`config.mk`:
```
export PLATFORM = sky130hd
export DESIGN_NAME = carrier_update_sched
export DESIGN_NICKNAME = d
export VERILOG_FILES = /design/src/rtl/carrier_update_sched.sv
export SDC_FILE = /design/constraint.sdc
export NUM_CORES = 1
export LEC_CHECK = 0
export CORE_AREA = 5 5 221 223
export DETAILED_ROUTE_END_ITERATION = 8
export DIE_AREA = 0 0 226 228
export GPL_ROUTABILITY_DRIVEN = 0
export PLACE_DENSITY = 0.77
export SYNTH_ARGS = -nofsm -noshare
export SYNTH_HDL_FRONTEND = slang
export SYNTH_SLANG_ARGS = --single-unit
export TNS_END_PERCENT = 1
```
`constraint.sdc`:
```
create_clock -name clk -period 1.75 [get_ports clk]
set_input_delay 0.35 -clock clk [delete_from_list [all_inputs] [get_ports clk]]
set_output_delay 0.35 -clock clk [all_outputs]
set_load 0.05 [all_outputs]
```
`src/rtl/carrier_update_sched.sv`:
```
`default_nettype none
// ============================================================================
// carrier_update_sched: shadowed carrier-bank config, applied together at a master-carrier boundary
// Optional CARRSYNC_TIMEOUT_EN forces the apply if no boundary arrives. Rev 1.0
// ============================================================================
module carrier_update_sched #(
  parameter int NCH = 8,
  parameter int CW  = 16
) (
  input  logic              clk,
  input  logic              reset,
  input  logic              cfg_valid,
  output logic              cfg_ready,
  input  logic [2:0]        cfg_ch,
  input  logic [CW-1:0]     cfg_period,
  input  logic [CW-1:0]     cfg_init,
  input  logic [1:0]        cfg_mode,
  input  logic              cfg_onoff,
  input  logic              commit,
  input  logic [NCH*CW-1:0] carrier_in,
  output logic [NCH*CW-1:0] period_o,
  output logic [NCH*CW-1:0] init_o,
  output logic [NCH*2-1:0]  mode_o,
  output logic [NCH-1:0]    onoff_o,
  output logic [NCH-1:0]    pending_o,
  output logic              busy,
  output logic              update_done,
  output logic              timeout_o
);

  // Count mode encoding: 0 NO_COUNT, 1 COUNT_UP, 2 COUNT_DOWN, 3 COUNT_UPDOWN; onoff 0 = CARR_OFF
  localparam logic [1:0] NO_COUNT   = 2'd0;
  localparam logic [1:0] COUNT_DOWN = 2'd2;
  localparam logic       CARR_OFF   = 1'b0;

  typedef enum logic [1:0] {
    S_IDLE  = 2'd0,
    S_ARMED = 2'd1,
    S_APPLY = 2'd2
  } state_t;

  state_t          state_q, state_d;
  logic [CW-1:0]   sh_period_q [NCH];
  logic [CW-1:0]   sh_period_d [NCH];
  logic [CW-1:0]   sh_init_q   [NCH];
  logic [CW-1:0]   sh_init_d   [NCH];
  logic [1:0]      sh_mode_q   [NCH];
  logic [1:0]      sh_mode_d   [NCH];
  logic            sh_onoff_q  [NCH];
  logic            sh_onoff_d  [NCH];
  logic [CW-1:0]   period_q    [NCH];
  logic [CW-1:0]   period_d    [NCH];
  logic [CW-1:0]   init_q      [NCH];
  logic [CW-1:0]   init_d      [NCH];
  logic [1:0]      mode_q      [NCH];
  logic [1:0]      mode_d      [NCH];
  logic            onoff_q     [NCH];
  logic            onoff_d     [NCH];
  logic [NCH-1:0]  pending_q, pending_d;
  logic [CW-1:0]   prev_q, prev_d;
  logic            cfg_ready_q, cfg_ready_d;
  logic            busy_q, busy_d;
  logic            done_q, done_d;

  logic            w_wr;
  logic            w_master_stopped;
  logic [CW-1:0]   w_bound;
  logic            w_boundary;
  logic            w_unused_carrier;

`ifdef CARRSYNC_TIMEOUT_EN
  localparam logic [CW+1:0] TO_ONE = (CW+2)'(1);
  localparam logic [CW+1:0] TO_TWO = (CW+2)'(2);
  logic [CW+1:0]   to_cnt_q, to_cnt_d;
  logic            forced_q, forced_d;
  logic            timeout_q, timeout_d;
  logic [CW+1:0]   w_to_limit;

  assign w_to_limit = {1'b0, period_q[0], 1'b0} + TO_TWO;
  assign timeout_o  = timeout_q;
`else
  assign timeout_o  = 1'b0;
`endif

  assign w_wr             = cfg_valid && cfg_ready_q;
  assign w_master_stopped = (mode_q[0] == NO_COUNT) || (onoff_q[0] == CARR_OFF) || (period_q[0] == '0);
  assign w_bound          = (mode_q[0] == COUNT_DOWN) ? period_q[0] : '0;
  // Boundary needs a fresh arrival at the bound, so a carrier parked there does not retrigger
  assign w_boundary       = (carrier_in[CW-1:0] == w_bound) && (carrier_in[CW-1:0] != prev_q);
  assign w_unused_carrier = ^carrier_in[NCH*CW-1:CW];

  always_comb begin
    state_d     = state_q;
    sh_period_d = sh_period_q;
    sh_init_d   = sh_init_q;
    sh_mode_d   = sh_mode_q;
    sh_onoff_d  = sh_onoff_q;
    period_d    = period_q;
    init_d      = init_q;
    mode_d      = mode_q;
    onoff_d     = onoff_q;
    pending_d   = pending_q;
    prev_d      = carrier_in[CW-1:0];
    done_d      = (state_q == S_APPLY);
`ifdef CARRSYNC_TIMEOUT_EN
    to_cnt_d    = to_cnt_q;
    forced_d    = forced_q;
    timeout_d   = (state_q == S_APPLY) && forced_q;
`endif

    case (state_q)
      S_IDLE: begin
        if (w_wr) begin
          sh_period_d[cfg_ch] = cfg_period;
          sh_init_d[cfg_ch]   = cfg_init;
          sh_mode_d[cfg_ch]   = cfg_mode;
          sh_onoff_d[cfg_ch]  = cfg_onoff;
          pending_d[cfg_ch]   = 1'b1;
        end
        // A write in the commit cycle counts as pending for that commit
        if (commit && ((pending_q != '0) || w_wr)) begin
          state_d = w_master_stopped ? S_APPLY : S_ARMED;
`ifdef CARRSYNC_TIMEOUT_EN
          to_cnt_d = '0;
          forced_d = 1'b0;
`endif
        end
      end

      S_ARMED: begin
`ifdef CARRSYNC_TIMEOUT_EN
        to_cnt_d = to_cnt_q + TO_ONE;
`endif
        if (w_boundary) begin
          state_d = S_APPLY;
        end
`ifdef CARRSYNC_TIMEOUT_EN
        else if (to_cnt_d == w_to_limit) begin
          state_d  = S_APPLY;
          forced_d = 1'b1;
        end
`endif
      end

      S_APPLY: begin
        for (int i = 0; i < NCH; i++) begin
          if (pending_q[i]) begin
            period_d[i] = sh_period_q[i];
            init_d[i]   = sh_init_q[i];
            mode_d[i]   = sh_mode_q[i];
            onoff_d[i]  = sh_onoff_q[i];
          end
        end
        pending_d = '0;
        state_d   = S_IDLE;
      end

      default: state_d = S_IDLE;
    endcase

    cfg_ready_d = (state_d == S_IDLE);
    busy_d      = (state_d != S_IDLE);
  end

  always_ff @(posedge clk) begin
    if (reset) begin
      state_q <= S_IDLE;
      for (int i = 0; i < NCH; i++) begin
        sh_period_q[i] <= '0;
        sh_init_q[i]   <= '0;
        sh_mode_q[i]   <= NO_COUNT;
        sh_onoff_q[i]  <= CARR_OFF;
        period_q[i]    <= '0;
        init_q[i]      <= '0;
        mode_q[i]      <= NO_COUNT;
        onoff_q[i]     <= CARR_OFF;
      end
      pending_q   <= '0;
      prev_q      <= '0;
      cfg_ready_q <= 1'b1;
      busy_q      <= 1'b0;
      done_q      <= 1'b0;
`ifdef CARRSYNC_TIMEOUT_EN
      to_cnt_q    <= '0;
      forced_q    <= 1'b0;
      timeout_q   <= 1'b0;
`endif
    end else begin
      state_q     <= state_d;
      sh_period_q <= sh_period_d;
      sh_init_q   <= sh_init_d;
      sh_mode_q   <= sh_mode_d;
      sh_onoff_q  <= sh_onoff_d;
      period_q    <= period_d;
      init_q      <= init_d;
      mode_q      <= mode_d;
      onoff_q     <= onoff_d;
      pending_q   <= pending_d;
      prev_q      <= prev_d;
      cfg_ready_q <= cfg_ready_d;
      busy_q      <= busy_d;
      done_q      <= done_d;
`ifdef CARRSYNC_TIMEOUT_EN
      to_cnt_q    <= to_cnt_d;
      forced_q    <= forced_d;
      timeout_q   <= timeout_d;
`endif
    end
  end

  for (genvar g = 0; g < NCH; g++) begin : g_out
    assign period_o[g*CW +: CW] = period_q[g];
    assign init_o[g*CW +: CW]   = init_q[g];
    assign mode_o[g*2 +: 2]     = mode_q[g];
    assign onoff_o[g]           = onoff_q[g];
  end

  assign cfg_ready   = cfg_ready_q;
  assign pending_o   = pending_q;
  assign busy        = busy_q;
  assign update_done = done_q;

endmodule
`default_nettype wire
```
==> results.json <==
{
  "status": "complete, but fails checks",
  "failed_checks": "negative setup slack",
  "pre_cts_ws_ns": -0.625,
  "max_cap_viol_count": 0,
  "grtUsageTotal_pct": 24.7,
  "synthCells": 2644,
  "ys_async_sr_fraction_pct": 0,
  "cp_num_buf_inv": 2,
  "drv_slew": 0,
  "ys_types": 35,
  "cts_sinks": 589,
  "fin_crit_sh_pct": 104,
  "critPathArrivalTime_ns": 2.29,
  "cts_tree": "done",
  "fin_crit_ns": 1.82,
  "worst_setup_path_end_kind": "flop",
  "post_cts.repair.setup_buffers": 0,
  "slowest_delay_ns": 0.57,
  "drt-pass1-iter-count": 6,
  "antenna_found_initial": 0,
  "power.leakage_nw": 9.93,
  "critPathLaunchType": "flop",
  "num-fill-cells": 3949,
  "p_total_mw": 28.3,
  "synth-simple-area-share_pct": 23.1,
  "rsz0062_at_grt": "true",
  "synthAdderAreaFrac_pct": 0,
  "yosysTopAreaCell": "dfxtp_1",
  "postSynthNetCount": 2814,
  "synthToLayoutAreaGrowth_pct": 31.0,
  "worst_slew_pin_slew_ns": 0.622,
  "cts_inserted_buffers": 58,
  "std_cell_rows": 79,
  "vias": 19200,
  "yosysWarnings": 0,
  "finalWorstSetupSlack_ns": -0.0717,
  "via_per_inst": 5.30,
  "clock-root-buffer": "clkbuf_16",
  "crit_fanout": 17,
  "grt_max_degree": 112,
  "path_cells": "or4_4 > buf_6 > or2_4 > clkbuf_16 > nand2_1 > a21oi_1",
  "setup_viol": 36,
  "clk_pin_slew_ns": 0.06,
  "wl_mm": 67.5,
  "clk_latency_ns": 0.60,
  "synth_top_family_by_area": "simple AND/OR/NAND/NOR gates",
  "instances_no_fill": 3633,
  "die_h_um": 228,
  "core-area_um2": 46400,
  "wire_per_inst_um": 18.6,
  "fin_worst_skew_ns": 0.0100,
  "grt_overflow": 0,
  "avgSynthCellArea_um2": 7.85,
  "port_buffers": 348,
  "fp.dieArea_um2": 51500,
  "grt_pass1_vias": 18300,
  "setup-tns-final_ns": -1.08,
  "synth-edff-count": 0,
  "h-tree-depth": 2,
  "antennaDiodeCount": 0,
  "placedCellCount": 3522,
  "required_ns": 2.22,
  "cp_top_family": "simple AND/OR/NAND/NOR gates",
  "hold_class": "input port to flop",
  "hold_violations": 0,
  "post-route-util_pct": 58.7,
  "ir_worst_vdd_mv": 0.720,
  "ys_seq_area_share_pct": 56.8,
  "ys_ff_latch": 589,
  "route.detailed.drc": 0,
  "clock_path_buffers": 3,
  "drt-initial-drc-count": 1641,
  "critPathSlowestCell": "or4_4",
  "synth_xor_area_share_pct": 1.01,
  "slew_headroom_pct": 58.4,
  "drive_gt1_share_pct": 18.9,
  "synth_top_area_share_pct": 56.8,
  "hpwlAfterDp_mm": 44.7,
  "synthFlopType": "dfxtp_1",
  "nets": 3147,
  "fmax_mhz": 549,
  "io_pins": 462,
  "grt_pass1_wl_mm": 102,
  "die_x_um": 226,
  "antenna_left": 0,
  "path_class": "flop to flop",
  "synth_compound_area_share_pct": 14.6,
  "syn-cell-area_um2": 20800,
  "synth_area_leaders": "dfxtp_1, nand2_1, a21oi_1",
  "power_density_nw_per_um2": 1040,
  "initial_core_util_pct": 44.8,
  "cts_hold_buf": 0,
  "synthMuxAreaShare_pct": 0
}
-- final timing paths --
kind | from | to | slack [ns] | cells past startpoint
min reg2reg | sh_period_q[89] | period_o[41] | 0.45 | 2
max | state_q[1] | sh_period_q[55] | -0.07 | 6
min | reset | period_o[121] | 0.14 | 2
max reg2reg | state_q[1] | sh_period_q[55] | -0.07 | 6
-- cell usage after synthesis (2+ instances only) --
| cell | n |
|---|---|
| a21oi_1 | 560 |
| a31oi_1 | 10 |
| and2_1 | 8 |
| buf_2 | 48 |
| buf_4 | 5 |
| buf_6 | 4 |
| clkbuf_1 | 161 |
| dfxtp_1 | 589 |
| nand2_1 | 1133 |
| nand2b_1 | 4 |
| nand4_1 | 8 |
| nor2_1 | 22 |
| nor2_2 | 3 |
| nor2b_1 | 18 |
| nor4_1 | 4 |
| nor4bb_1 | 8 |
| o21a_1 | 9 |
| o32ai_1 | 7 |
| or2_2 | 3 |
| or3_1 | 2 |
| xnor2_1 | 24 |
-- timing repair --
action | CTS | global route
gates cloned | 0 | 2
endpoints found under the hold margin | 0 | 0
setup endpoints to repair | 98 | 317
gates resized for setup | 2 | 20
pin swaps | 0 | 1
-- cell type report --
type / instances / area, µm² / area share [%]
Sequential cell: 589 / 11800 / 43.4
Timing Repair Buffer: 491 / 4430 / 16.3
Clock buffer: 81 / 1710 / 6.30
Multi-Input combinational cell: 1836 / 8150 / 30.0
Inverter: 1 / 3.75 / 0.0138
Clock inverter: 28 / 334 / 1.23
Tap cell: 607 / 759 / 2.79
-- routing by layer --
layer,part of all wire [%],global-route usage [%]
met3,8.6,5.37
met4,4.5,10.2
met2,47,40.3
met5,0,0
met1,40,31.9
-- metrics by stage --
step | hold slack (ns) | area [µm²]
floorplan | 0.425 | 20800
detailed placement | 0.442 | 25000
CTS | 0.112 | 27100
finish | 0.142 | 27200
global placement | 0.438 | 25000
global route | 0.129 | 27200
-- state kept, by name (all words and copies together), names as in the netlist --
name,count
init_o,128
period_o,128
sh_init_q,128
sh_period_q,128
mode_o,16
prev_q,16
sh_mode_q,16
onoff_o,8
pending_o,8
sh_onoff_q,8
state_q,2
busy,1
cfg_ready,1
update_done,1
-- where the power goes --
part	internal, mW	total [mW]	switching (mW)	leakage, nW
logic	0.535	1.46	0.923	4.16
registers	13.6	13.7	0.0905	4.76
clock network	7.86	13.1	5.28	1.01
total	22.0	28.3	6.29	9.93
-- cell usage in the layout, fill, tap and decap left out, types with 3 or more instances in the layout --
cell	n
dfxtp_1	584
clkbuf_8	11
xnor2_1	24
a21oi_1	550
nand4_1	8
o21a_1	9
clkbuf_16	63
a21oi_2	10
dfxtp_2	4
clkdlybuf4s50_1	56
nor2_4	6
buf_6	3
o32ai_1	7
nor4_1	4
and2_1	8
nor2b_1	17
clkinv_2	15
a31oi_1	10
buf_12	44
nand2_1	1132
clkbuf_1	9
buf_4	385
or2_2	3
bufinv_16	7
nor2_1	18
nor4bb_1	8
clkinvlp_4	3
-- logic make-up after synthesis --
logic type                Yosys count
buffers and inverters             219
and+or+nand+nor                  1221
AOI/OAI and AO/OA                 590
DFF                               589
xor gates and xnor gates           24
other                               1
Power figures use the tool's default switching activity.
